<file path="src/rtl/neopixel_stream.sv">
// rtl/neopixel_stream.sv - WS2812-class serial LED driver fed by a valid/ready pixel stream
//
// Purpose: serialises NBR_PIXELS pixels per frame onto a single-wire LED strip,
// MSB first. Each bit is TBIT cycles, high for T1H (one) or T0H (zero) cycles.
// Every frame ends with a TRESET-cycle low latch gap. If a pixel is not
// delivered before the previous one finishes, the frame is aborted and
// underrun is pulsed.
//
// Ports:
//   clk_16MHz   in   system clock, rising edge
//   reset       in   synchronous active-high reset
//   start_tx    in   frame request, only looked at in IDLE
//   pixel_data  in   next pixel (BITS_PER_PIXEL bits)
//   pixel_valid in   pixel_data valid
//   pixel_ready out  block accepts pixel_data this cycle
//   dout        out  registered serial output to the strip
//   busy        out  high whenever not IDLE
//   done        out  one-cycle pulse at frame completion
//   underrun    out  one-cycle pulse when a frame is aborted for lack of data

module neopixel_stream #(
  parameter int NBR_PIXELS     = 8,
  parameter int BITS_PER_PIXEL = 24,
  parameter int T0H            = 6,
  parameter int T1H            = 13,
  parameter int TBIT           = 20,
  parameter int TRESET         = 800
) (
  input  logic                      clk_16MHz,
  input  logic                      reset,
  input  logic                      start_tx,
  input  logic [BITS_PER_PIXEL-1:0] pixel_data,
  input  logic                      pixel_valid,
  output logic                      pixel_ready,
  output logic                      dout,
  output logic                      busy,
  output logic                      done,
  output logic                      underrun
);

  localparam int PIX_W = $clog2(NBR_PIXELS + 1);
  localparam int BIT_W = $clog2(TBIT);
  localparam int IDX_W = $clog2(BITS_PER_PIXEL);
  localparam int LAT_W = $clog2(TRESET + 1);

  localparam logic [PIX_W-1:0] PIX_INIT = PIX_W'(NBR_PIXELS);
  localparam logic [BIT_W-1:0] BIT_LAST = BIT_W'(TBIT - 1);
  localparam logic [BIT_W-1:0] T0H_C    = BIT_W'(T0H);
  localparam logic [BIT_W-1:0] T1H_C    = BIT_W'(T1H);
  localparam logic [IDX_W-1:0] IDX_LAST = IDX_W'(BITS_PER_PIXEL - 1);
  localparam logic [LAT_W-1:0] LAT_LAST = LAT_W'(TRESET - 1);

  typedef enum logic [1:0] {IDLE, WAIT_FIRST, SEND, LATCH} state_t;

  state_t                    state_q, state_d;
  logic [BITS_PER_PIXEL-1:0] shift_q, shift_d;
  logic [BITS_PER_PIXEL-1:0] buf_q, buf_d;
  logic                      buf_full_q, buf_full_d;
  logic [PIX_W-1:0]          req_cnt_q, req_cnt_d;   // pixels still to accept this frame
  logic [BIT_W-1:0]          bit_cnt_q, bit_cnt_d;   // cycle within the current bit
  logic [IDX_W-1:0]          bit_idx_q, bit_idx_d;   // bits already sent of the current pixel
  logic [LAT_W-1:0]          lat_cnt_q, lat_cnt_d;
  logic                      dout_q, dout_d;
  logic                      done_q, done_d;
  logic                      underrun_q, underrun_d;
  logic [BIT_W-1:0]          high_len;
  logic                      xfer;

  assign pixel_ready = ((state_q == WAIT_FIRST) || (state_q == SEND)) &&
                       !buf_full_q && (req_cnt_q != '0);
  assign xfer        = pixel_valid && pixel_ready;

  always_comb begin
    state_d    = state_q;
    shift_d    = shift_q;
    buf_d      = buf_q;
    buf_full_d = buf_full_q;
    req_cnt_d  = req_cnt_q;
    bit_cnt_d  = bit_cnt_q;
    bit_idx_d  = bit_idx_q;
    lat_cnt_d  = lat_cnt_q;
    done_d     = 1'b0;
    underrun_d = 1'b0;

    case (state_q)
      IDLE: begin
        if (start_tx) begin
          state_d    = WAIT_FIRST;
          req_cnt_d  = PIX_INIT;
          buf_full_d = 1'b0;
        end
      end

      WAIT_FIRST: begin
        // First pixel bypasses the holding buffer.
        if (xfer) begin
          state_d   = SEND;
          shift_d   = pixel_data;
          req_cnt_d = req_cnt_q - PIX_W'(1);
          bit_cnt_d = '0;
          bit_idx_d = '0;
        end
      end

      SEND: begin
        if (xfer) begin
          req_cnt_d  = req_cnt_q - PIX_W'(1);
          buf_d      = pixel_data;
          buf_full_d = 1'b1;
        end
        if (bit_cnt_q != BIT_LAST) begin
          bit_cnt_d = bit_cnt_q + BIT_W'(1);
        end else begin
          bit_cnt_d = '0;
          if (bit_idx_q != IDX_LAST) begin
            bit_idx_d = bit_idx_q + IDX_W'(1);
            shift_d   = {shift_q[BITS_PER_PIXEL-2:0], 1'b0};
          end else begin
            bit_idx_d = '0;
            if (buf_full_q) begin
              shift_d    = buf_q;
              buf_full_d = 1'b0;
            end else if (xfer) begin
              // Pixel arriving on the boundary edge is still in time and
              // goes straight to the shifter instead of the buffer.
              shift_d    = pixel_data;
              buf_full_d = 1'b0;
            end else begin
              state_d    = LATCH;
              lat_cnt_d  = '0;
              underrun_d = (req_cnt_q != '0);
            end
          end
        end
      end

      LATCH: begin
        if (lat_cnt_q == LAT_LAST) begin
          state_d    = IDLE;
          done_d     = 1'b1;
          buf_full_d = 1'b0;
        end else begin
          lat_cnt_d = lat_cnt_q + LAT_W'(1);
        end
      end

      default: state_d = IDLE;
    endcase

    // dout is registered, so it is derived from the state the next cycle
    // will be in; that makes each high phase exactly T0H/T1H cycles long.
    high_len = shift_d[BITS_PER_PIXEL-1] ? T1H_C : T0H_C;
    dout_d   = (state_d == SEND) && (bit_cnt_d < high_len);
  end

  always_ff @(posedge clk_16MHz) begin
    if (reset) begin
      state_q    <= IDLE;
      shift_q    <= '0;
      buf_q      <= '0;
      buf_full_q <= 1'b0;
      req_cnt_q  <= '0;
      bit_cnt_q  <= '0;
      bit_idx_q  <= '0;
      lat_cnt_q  <= '0;
      dout_q     <= 1'b0;
      done_q     <= 1'b0;
      underrun_q <= 1'b0;
    end else begin
      state_q    <= state_d;
      shift_q    <= shift_d;
      buf_q      <= buf_d;
      buf_full_q <= buf_full_d;
      req_cnt_q  <= req_cnt_d;
      bit_cnt_q  <= bit_cnt_d;
      bit_idx_q  <= bit_idx_d;
      lat_cnt_q  <= lat_cnt_d;
      dout_q     <= dout_d;
      done_q     <= done_d;
      underrun_q <= underrun_d;
    end
  end

  assign dout     = dout_q;
  assign busy     = (state_q != IDLE);
  assign done     = done_q;
  assign underrun = underrun_q;

endmodule
</file>
<file path="config.mk">
export PLATFORM = sky130hd
export DESIGN_NAME = neopixel_stream
export DESIGN_NICKNAME = d
export VERILOG_FILES = /design/src/rtl/neopixel_stream.sv
export SDC_FILE = /design/constraint.sdc
export NUM_CORES = 1
export LEC_CHECK = 0
export CAP_MARGIN = 30
export CELL_PAD_IN_SITES_DETAIL_PLACEMENT = 0
export CELL_PAD_IN_SITES_GLOBAL_PLACEMENT = 1
export CORE_MARGIN = 5
export CORE_UTILIZATION = 44
export CTS_CLUSTER_SIZE = 10
export DETAILED_ROUTE_END_ITERATION = 8
export PLACE_DENSITY = 0.84
export SYNTH_ARGS = -nofsm -noshare
export SYNTH_HDL_FRONTEND = slang
export SYNTH_SLANG_ARGS = --single-unit
</file>
<file path="constraint.sdc">
create_clock -name clk_16MHz -period 3.4 [get_ports clk_16MHz]
set_input_delay 0.85 -clock clk_16MHz [delete_from_list [all_inputs] [get_ports clk_16MHz]]
set_output_delay 0.85 -clock clk_16MHz [all_outputs]
set_load 0.01 [all_outputs]
</file>
==> impl_metrics.sql <==
INSERT INTO impl_metrics (metric_group, metric, value, unit) VALUES
('sta', 'final.setup_skew', '0.00928', 'ns'),
('worst_hold_path', 'hold_class', 'flip-flop to flip-flop', ''),
('sta', 'report.final.slew_viol_count', '0', ''),
('grt', 'grt_max_degree', '52', ''),
('sta', 'post-route-min-period', '3.23', 'ns'),
('synthesis', 'syn-cell-area', '4360', 'um2'),
('detailed_routing', 'first_pass_iters', '4', ''),
('synthesis', 'synth_cell_types', '54', ''),
('detailed_routing', 'antenna_violating_nets_post_route', '0', ''),
('placed_design', 'pre_cts_ws', '0.126', 'ns'),
('placed_design', 'number_of_i_o_port_buffers', '32', ''),
('synthesis', 'syn_nets', '609', ''),
('sta', 'period_share', '95.1', '%'),
('sta', 'headroom_to_the_max_slew_limit', '53.7', '%'),
('sta', 'setup_ws', '0.166', 'ns'),
('synthesis', 'synth_area_leader_cell', 'dfxtp_1', ''),
('cts', 'tritoncts_num_sinks', '78', ''),
('cts', 'ctsHtreeMaxLevel', '3', ''),
('cts', 'tritoncts', 'yes', ''),
('synthesis', 'synth.top_cell.area_share', '35.8', '%'),
('grt', 'first_global_vias', '3911', ''),
('cells_and_area', 'synthToLayoutAreaGrowth', '17.0', '%'),
('cells_and_area', 'drive_gt1_share', '6.97', '%'),
('critical_path', 'cp-start-kind', 'flip-flop', ''),
('cells_and_area', 'area_taken_by_flip_flops_and_latches', '1560', 'um2'),
('synthesis', 'post_synth_most_frequent_cells', 'a21oi_1 (84), dfxtp_1 (78), nand2_1 (61), nor2_1 (54), o21ai_0 (39)', ''),
('detailed_routing', 'avgRoutedWirePerCell', '15.7', 'um'),
('critical_path', 'worst-endpoint-arrival', '2.38', 'ns'),
('sta', 'setup_viol_count_final', '0', ''),
('critical_path', 'worst-setup-path-type', 'flip-flop to output pin', ''),
('cells_and_area', 'n_antenna_cell', '0', ''),
('grt', 'grt_antenna_before_repair', '0', ''),
('outcome', 'status', 'complete, no violations', ''),
('sta', 'worst_pin_slew', '0.695', 'ns'),
('power_and_ir_drop', 'p_leak', '1.74', 'nW'),
('cts', 'cts_made_buffers', '9', ''),
('detailed_routing', 'detail_route.drc_violations', '0', ''),
('sta', 'setup_total_negative_slack', '0', 'ns'),
('cts', 'worst_skew_late_latency', '0.35', 'ns'),
('synthesis', 'yosys_most_used_dff', 'dfxtp_1', ''),
('floorplanning', 'core.rowCount', '36', ''),
('critical_path', 'crit_path_max_fanout', '10', ''),
('flow_run', 'max_cap_viol_count', '0', ''),
('detailed_routing', 'via_count', '4087', ''),
('synthesis', 'postSynthCellCount', '569', ''),
('detailed_routing', 'detail_route.wirelength', '11.3', 'mm'),
('detailed_routing', 'drt_first_iter_violations', '242', ''),
('cts', 'clock_tree.root_cell', 'clkbuf_8', ''),
('cts', 'cts.reportedPaths.clkPinSlew', '0.08', 'ns'),
('grt', 'global_route_wire_length_before_repair', '18.9', 'mm'),
('floorplanning', 'die_y', '110', 'um'),
('cells_and_area', 'multi_input_area', '2580', 'um2'),
('cells_and_area', 'fin_nets', '623', ''),
('synthesis', 'synth-async-reset-ratio', '0', '%'),
('cts', 'clockBufferDepth', '2', ''),
('synthesis', 'synth_edf_count', '0', ''),
('floorplanning', 'initial_utilization', '44.8', '%'),
('grt', 'grt-ovfl-total', '0', ''),
('floorplanning', 'die_width', '110', 'um'),
('placed_design', 'place.gp.congestion', '0.834', ''),
('critical_path', 'worstSetupEndpointType', 'output pin', ''),
('power_and_ir_drop', 'vdd.ir_drop.worst', '0.364', 'mV'),
('synthesis', 'seq_area_frac_synth', '35.8', '%'),
('sta', 'achievable-frequency', '309', 'MHz'),
('sta', 'grt_setup_unrepaired', 'no', ''),
('synthesis', 'ys_ff_latch', '78', ''),
('synthesis', 'synth_warnings', '0', ''),
('sta', 'hold_viol_final', '0', ''),
('placed_design', 'place.detailed.hpwl', '7.03', 'mm'),
('critical_path', 'critPathRequiredTime', '2.55', 'ns'),
('synthesis', 'most_used_standard_cell_by_instance_count_after_synthesis', 'a21oi_1', ''),
('cells_and_area', 'nFillCells', '943', ''),
('floorplanning', 'design.die.area', '12000', 'um2'),
('floorplanning', 'boundaryPins', '33', ''),
('grt', 'grt_usage', '19.7', '%'),
('synthesis', 'synth_area_per_cell', '7.66', 'um2'),
('power_and_ir_drop', 'power_density', '836', 'nW/um2'),
('power_and_ir_drop', 'report.power.total', '4.26', 'mW'),
('cts', 'cts.repair_timing.setup_buffer_count', '0', ''),
('synthesis', 'leading_post_synthesis_cells_by_cell_area', 'dfxtp_1 (36%), a21oi_1 (9.6%), mux2i_1 (6.2%), nand2_1 (5.3%), nor2_1 (4.7%)', ''),
('detailed_routing', 'vias_per_cell', '5.67', ''),
('floorplanning', 'fp.coreArea', '9730', 'um2');
==> path summary, 6_finish.rpt <==
check	from	end	slack, ns	cells after the start
worst max-delay path	state_q[1]	pixel_ready	0.17	6
worst min register to register	buf_q[6]	buf_q[6]	0.46	2
worst min-delay path	buf_q[6]	buf_q[6]	0.46	2
worst max register to register	state_q[1]	dout	0.45	11
==> placed cells by master, fill, tap and decap left out, drive strengths merged, types with 4 or more instances in the layout <==
master         instances
nand4                  5
nor2b                  7
buf                   17
mux2i                 27
dfxtp                 78
o221ai                21
clkbuf                 9
inv                   10
o21ai                 39
xnor2                  7
nor3                  26
nor3b                  6
bufinv                 5
a211oi                 4
clkdlybuf4s50         31
nand3                 34
nand2b                 4
nor2                  54
nand2                 61
ha                    12
a21oi                 84
==> flip-flops by register name (all words and copies together), names as in the netlist <==
name        flops
lat_cnt_q      10
state_q         2
underrun        1
req_cnt_q       4
bit_cnt_q       5
done            1
dout            1
shift_q        24
buf_q          24
bit_idx_q       5
buf_full_q      1
==> layer usage <==
metal	global-route usage, %	vias to the layer above	share of wire, %
li1	-	2071	-
met1	26.1	1904	48
met2	31.4	99	46
met3	4.11	13	4.4
met4	7.57	0	1.4
met5	0	-	0
==> cells by family (layout without fill, tap and decap cells) <==
group           count (synthesis)  count (layout)  synth area share [%]
compound gates                165             165                  22.8
xor+xnor                       10              10                  2.01
buf+inv                        56              75                  5.11
fa+ha+maj                      12              12                  3.45
simple gates                  220             220                  24.3
mux                            28              28                  6.46
flops                          78              78                  35.8
==> metrics by stage <==
stage	hold slack [ns]	util (%)	std cells	area, um2
6_report	0.458	52.4	721	5100
5_1_grt	0.482	52.4	721	5100
4_1_cts	0.462	52.4	721	5090
3_5_place_dp	0.451	49.4	705	4810
3_3_place_gp	0.443	49.4	705	4810
2_1_floorplan	0.437	-	569	4360
==> critical path, stage by stage (launching register included) <==
cell and delay [ns]:
dfxtp_1 0.46, inv_1 0.13, ha_2 0.46, buf_4 0.21, nand2_1 0.06, nor2_1 0.14, clkdlybuf4s50_1 0.56
==> final cells by class <==
type | instances | area share [%]
flip-flops and latches | 78 | 30.6
clock buffers | 9 | 2.43
well taps | 133 | 3.27
multi-input cells | 435 | 50.7
inverters | 11 | 0.810
repair buffers | 48 | 9.04
clock inverters | 7 | 3.14
==> power breakdown <==
part | internal [mW] | switching [mW] | total [mW]
registers | 1.05 | 0.113 | 1.17
logic | 0.830 | 1.28 | 2.11
clock network | 0.634 | 0.348 | 0.982
total | 2.52 | 1.74 | 4.26
==> repair_timing <==
action | in CTS | in global routing
hold buffers | 0 | 0
endpoints found under the setup margin | 0 | 1
gates resized for setup | 0 | 1
No activity file was read; power rests on OpenSTA's default activity.
